[config.mk]
export PLATFORM = sky130hd
export DESIGN_NAME = pipe_full_add
export DESIGN_NICKNAME = d
export VERILOG_FILES = /design/src/rtl/pipe_full_add_pkg.sv /design/src/rtl/pipe_full_add_seg.sv /design/src/rtl/pipe_full_add.sv
export SDC_FILE = /design/constraint.sdc
export NUM_CORES = 1
export LEC_CHECK = 0
export ABC_AREA = 1
export BUFFER_PORTS_ARGS = -buffer_cell sky130_fd_sc_hd__buf_2
export CAP_MARGIN = 25
export CORE_MARGIN = 2
export CORE_UTILIZATION = 49
export CTS_CLUSTER_DIAMETER = 40
export CTS_CLUSTER_SIZE = 8
export DETAILED_ROUTE_END_ITERATION = 16
export GPL_TIMING_DRIVEN = 0
export PLACE_DENSITY = 0.76
export SLEW_MARGIN = 25
export SYNTH_ARGS = -nofsm -noshare
export SYNTH_HDL_FRONTEND = slang
export SYNTH_SLANG_ARGS = --single-unit
export TNS_END_PERCENT = 1
[constraint.sdc]
create_clock -name clk -period 4.85 [get_ports clk]
set_input_delay 0.97 -clock clk [delete_from_list [all_inputs] [get_ports clk]]
set_output_delay 0.97 -clock clk [all_outputs]
set_load 0.01 [all_outputs]
[src/rtl/pipe_full_add_pkg.sv]
// ---------------------------------------------------------------------------
// pipe_full_add_pkg : mode encodings, configuration check, 1-bit full-add cell
// Rev 1.0
// ---------------------------------------------------------------------------
`default_nettype none

package pipe_full_add_pkg;

  localparam logic MODE_ADD = 1'b0;
  localparam logic MODE_SUB = 1'b1;

  function automatic logic cfg_ok(input int width, input int stages);
    return (stages >= 1) && (stages <= width) && ((width % stages) == 0);
  endfunction

  // Returns {carry_out, sum}.
  function automatic logic [1:0] full_add(input logic a, input logic b, input logic c);
    return {(a & b) | (a & c) | (b & c), a ^ b ^ c};
  endfunction

endpackage

`default_nettype wire

[src/rtl/pipe_full_add_seg.sv]
// ---------------------------------------------------------------------------
// add_seg : combinational SEG-bit ripple adder built from full-add cells
// Rev 1.0
// ---------------------------------------------------------------------------
`default_nettype none

module add_seg
  import pipe_full_add_pkg::*;
#(
  parameter int SEG = 8
) (
  input  logic [SEG-1:0] a,
  input  logic [SEG-1:0] b,
  input  logic           cin,
  output logic [SEG-1:0] sum,
  output logic           cout,
  output logic           c_msb
);

  logic [SEG:0] carry;

  assign carry[0] = cin;

  for (genvar i = 0; i < SEG; i++) begin : g_cell
    assign {carry[i+1], sum[i]} = full_add(a[i], b[i], carry[i]);
  end

  assign cout  = carry[SEG];
  assign c_msb = carry[SEG-1];

endmodule

`default_nettype wire

[src/rtl/pipe_full_add.sv]
// ---------------------------------------------------------------------------
// pipe_full_add : pipelined WIDTH-bit adder/subtractor, one SEG-bit segment
//                 resolved per stage, valid/ready on both sides. Rev 1.0
// ---------------------------------------------------------------------------
`default_nettype none

module pipe_full_add
  import pipe_full_add_pkg::*;
#(
  parameter int WIDTH  = 32,
  parameter int STAGES = 4
) (
  input  logic             clk,
  input  logic             rst_n,
  input  logic             in_valid,
  output logic             in_ready,
  input  logic [WIDTH-1:0] in_a,
  input  logic [WIDTH-1:0] in_b,
  input  logic             in_cin,
  input  logic             in_sub,
  output logic             out_valid,
  input  logic             out_ready,
  output logic [WIDTH-1:0] out_sum,
  output logic             out_cout,
  output logic             out_ovf
);

  localparam int SEG  = WIDTH / STAGES;
  localparam int LAST = STAGES - 1;

  if (!cfg_ok(WIDTH, STAGES)) begin : g_bad_cfg
    $error("pipe_full_add: WIDTH must be a multiple of STAGES, 1 <= STAGES <= WIDTH");
  end

  logic             en;
  logic [WIDTH-1:0] b_eff;
  logic             cin_eff;

  // Per-stage registers; lower segments of sum_q hold finished results,
  // a_q/b_q carry the not-yet-consumed upper operand segments.
  logic             v_q   [STAGES];
  logic             c_q   [STAGES];
  logic [WIDTH-1:0] a_q   [STAGES];
  logic [WIDTH-1:0] b_q   [STAGES];
  logic [WIDTH-1:0] sum_q [STAGES];
  logic             ovf_q;

  logic             src_v   [STAGES];
  logic             src_c   [STAGES];
  logic [WIDTH-1:0] src_a   [STAGES];
  logic [WIDTH-1:0] src_b   [STAGES];
  logic [WIDTH-1:0] src_sum [STAGES];
  logic [WIDTH-1:0] nxt_sum [STAGES];
  logic [SEG-1:0]   seg_sum [STAGES];
  logic             seg_cout[STAGES];
  logic             seg_cmsb[STAGES];

  assign en       = out_ready || !out_valid;
  assign in_ready = en;

  // Subtract folds into inverted B and carry-in here; later stages only add.
  assign b_eff   = (in_sub == MODE_SUB) ? ~in_b : in_b;
  assign cin_eff = in_sub ^ in_cin;

  for (genvar s = 0; s < STAGES; s++) begin : g_stage
    if (s == 0) begin : g_head
      assign src_v[s]   = in_valid;
      assign src_c[s]   = cin_eff;
      assign src_a[s]   = in_a;
      assign src_b[s]   = b_eff;
      assign src_sum[s] = '0;
    end else begin : g_body
      assign src_v[s]   = v_q[s-1];
      assign src_c[s]   = c_q[s-1];
      assign src_a[s]   = a_q[s-1];
      assign src_b[s]   = b_q[s-1];
      assign src_sum[s] = sum_q[s-1];
    end

    add_seg #(
      .SEG(SEG)
    ) u_seg (
      .a    (src_a[s][s*SEG +: SEG]),
      .b    (src_b[s][s*SEG +: SEG]),
      .cin  (src_c[s]),
      .sum  (seg_sum[s]),
      .cout (seg_cout[s]),
      .c_msb(seg_cmsb[s])
    );
  end

  always_comb begin
    for (int s = 0; s < STAGES; s++) begin
      nxt_sum[s]               = src_sum[s];
      nxt_sum[s][s*SEG +: SEG] = seg_sum[s];
    end
  end

  // Valid bits always advance with en; data only loads behind a valid token.
  always_ff @(posedge clk or negedge rst_n) begin
    if (!rst_n) begin
      for (int s = 0; s < STAGES; s++) begin
        v_q[s]   <= 1'b0;
        c_q[s]   <= 1'b0;
        a_q[s]   <= '0;
        b_q[s]   <= '0;
        sum_q[s] <= '0;
      end
      ovf_q <= 1'b0;
    end else if (en) begin
      for (int s = 0; s < STAGES; s++) begin
        v_q[s] <= src_v[s];
        if (src_v[s]) begin
          c_q[s]   <= seg_cout[s];
          a_q[s]   <= src_a[s];
          b_q[s]   <= src_b[s];
          sum_q[s] <= nxt_sum[s];
        end
      end
      if (src_v[LAST]) begin
        ovf_q <= seg_cout[LAST] ^ seg_cmsb[LAST];
      end
    end
  end

  assign out_valid = v_q[LAST];
  assign out_sum   = sum_q[LAST];
  assign out_cout  = c_q[LAST];
  assign out_ovf   = ovf_q;

endmodule

`default_nettype wire

==> run metrics <==
RSZ-0062 raised after global routing=false; layout cells sized above 1=15.8%; CTS max path bufs=2; Area Growth Syn to Fin=17.3%; Reg clk slew, reported paths=60 ps; Post-Syn Instances=977; Vias=6,470; Mapped Area=8460 um2; crit end category=flop; Ys Warns=0; Arr. time, crit path=4940 ps; total power draw=5860 uW; row cnt=48; largest net degree at the start of global routing=81; CTS Sinks=~190; Worst setup SP type=input pin; final routed DRC violation total=0; crit path cell chain=clkbuf_2 -> buf_6 -> xor2_2 -> fa_1 -> inv_1 -> fa_1 -> fa_2 -> fa_1 -> fa_1 -> fa_1 -> fa_1 -> inv_1 -> fa_1 -> nand3_1 -> nand2_1; largest area contributor in the netlist=dfrtp_1; #FFs+latches synth=185; final setup violation count=0; DR pass1 iterations=5; Yosys top cell area share=~55%; Slew Limit Headroom=60.2%; final WL=18.2 mm; Total GRT Usage=a little over a fifth; CTS tree=built; hpwl dp=13.7 mm; Crit path max-delay family=adder cells; clock skew=3.66 ps; HP Class=in2async; core area=17,100 um2; first-pass GRT wire length=around 31 mm; postcts setup bufs=0; R2R cell count=13; Worst Path Max Fanout=10; fin. max-slew vios=0; CP bufs+invs=4; setup_tns=0 ps; nets@finish=around 1,200; Via-to-Cell Ratio=4.84; Netlist cell types=16; status=finished clean; Resize count post-CTS=0; Synth area leaders=dfrtp_1 (55%), nand2_1 (21%), nand3_1 (8.5%), fa_1 (7.6%), inv_1 (2.6%); fill count=1,551; crit path time final=between 4000 and 5000 ps; sequential area share after synthesis=54.7%; register cell area after layout=4630 um2; I/O pins=between 100 and 150; hold slack=396 ps; Worst EP required=between 5000 and 6000 ps; crit share post-route=95.2%; Hold Vio Cnt, Final=0; GRT overflow=0; Clk Latency, worst-skew pair=~430 ps; leak pwr=0.00559 uW; # H-tree levels=4; DR WL/cell=13.6 um; starting density of the core=between 40% and 50%; Max-cap violations=0; initial antenna violation count=0; Worst Tran Pin Value=roughly 600 ps; DRT iter0 DRCs=489; pwr dens=590 nW/um2; crit-path most repeated cell=fa_1; CP max stage cell=fa_1; Worst VDD drop=0.357 mV; die width=around 140 um; synthesized area per cell=8.66 um2; GPL Wtd Cong=0.861; critical path type=in2reg; hold_buf cts=0; clock root cell=clkbuf_16; input/output buffers=103; Die H=about 140 um; stages on the worst setup path=15; Antenna Nets Post-Route=0; fmax=216 MHz; Die Footprint=approximately 18,000 um2; area of the multi-input gates=3350 um2; ant diodes=0; vias in the first global route=6,401; cts bufs inserted=17; max incr delay on CP=~450 ps; syn_nets=approximately 1,100
## cells in the mapped netlist
cell type	instances
a21oi_2	1
buf_4	3
buf_2	34
inv_1	58
nand2_2	1
fa_1	32
nand3b_1	14
nand2_1	469
xor2_1	3
dfrtp_1	185
clkbuf_1	16
o21ai_0	1
xnor2_1	6
a21oi_1	1
nand3_1	144
buf_1	9
## final timing paths
kind / from / end / slack, ps
setup / recovery: in_sub / nxt_sum[71] / 230
hold / removal: rst_n / out_sum[28] / 400
setup reg to reg: b_q[80] / nxt_sum[23] / 920
hold reg to reg: out_sum[26] / out_sum[26] / 460
max in group asynchronous: rst_n / nxt_sum[71] / 3430
min in group clk: out_sum[26] / out_sum[26] / 460
## cell type report
type,instances,share of cell area (%)
clock inverters,8,0.958
plain buffers,62,2.96
multi-input cells,672,33.7
well taps,225,2.84
flip-flops and latches,185,46.6
repair buffers,105,5.85
inverters,58,2.19
clock buffers,23,4.82
## cell families after synthesis
kind of cell | after synthesis | synth area share (%)
AO/OA/AOI/OAI | 3 | 0.222
buffers and inverters | 120 | 5.96
AND/OR/NAND/NOR | 628 | 30.6
adder cells (fa/ha/maj) | 32 | 7.57
XOR/XNOR | 9 | 0.931
flip-flops | 185 | 54.7
## cells in the final DEF, fill, tap and decap left out, drive strengths merged
cell	instances
xor2	3
xnor2	6
clkbuf	39
bufinv	2
dfrtp	185
clkinv	4
a21oi	2
o21ai	1
nand3	144
fa	32
nand3b	14
inv	58
nand2	470
buf	151
clkinvlp	2
## registers in the layout (all words and copies together), names as in the netlist
signal,flops
src_v,3
a_q,48
out_cout,1
out_valid,1
c_q,3
out_sum,32
nxt_sum,48
out_ovf,1
b_q,48
## power by group
group | internal (uW) | leakage, uW | switching, uW
clock | 793 | 0.000279 | 554
combinational | 754 | 0.00297 | 1220
sequential | 2170 | 0.00234 | 371
total | 3710 | 0.00559 | 2140
## stage by stage
step           util, %  cells  area [um2]  setup WS (ps)
2_1_floorplan        -    977        8480           26.2
3_3_place_gp      54.2   1305        9280           -140
3_5_place_dp      54.6   1307        9340           -298
4_1_cts           57.9   1338        9920            148
5_1_grt           58.0   1338        9920           64.4
6_report          58.0   1338        9920            231
## routing by layer
layer / up-vias / share of wire [%] / GRT usage (%)
li1: 3258 / - / -
met4: 0 / 2.0 / 6.71
met1: 3027 / 46 / 29.5
met3: 30 / 5.0 / 4.26
met2: 155 / 47 / 35.4
met5: - / 0 / 0
No activity file was read; power rests on OpenSTA's default activity.
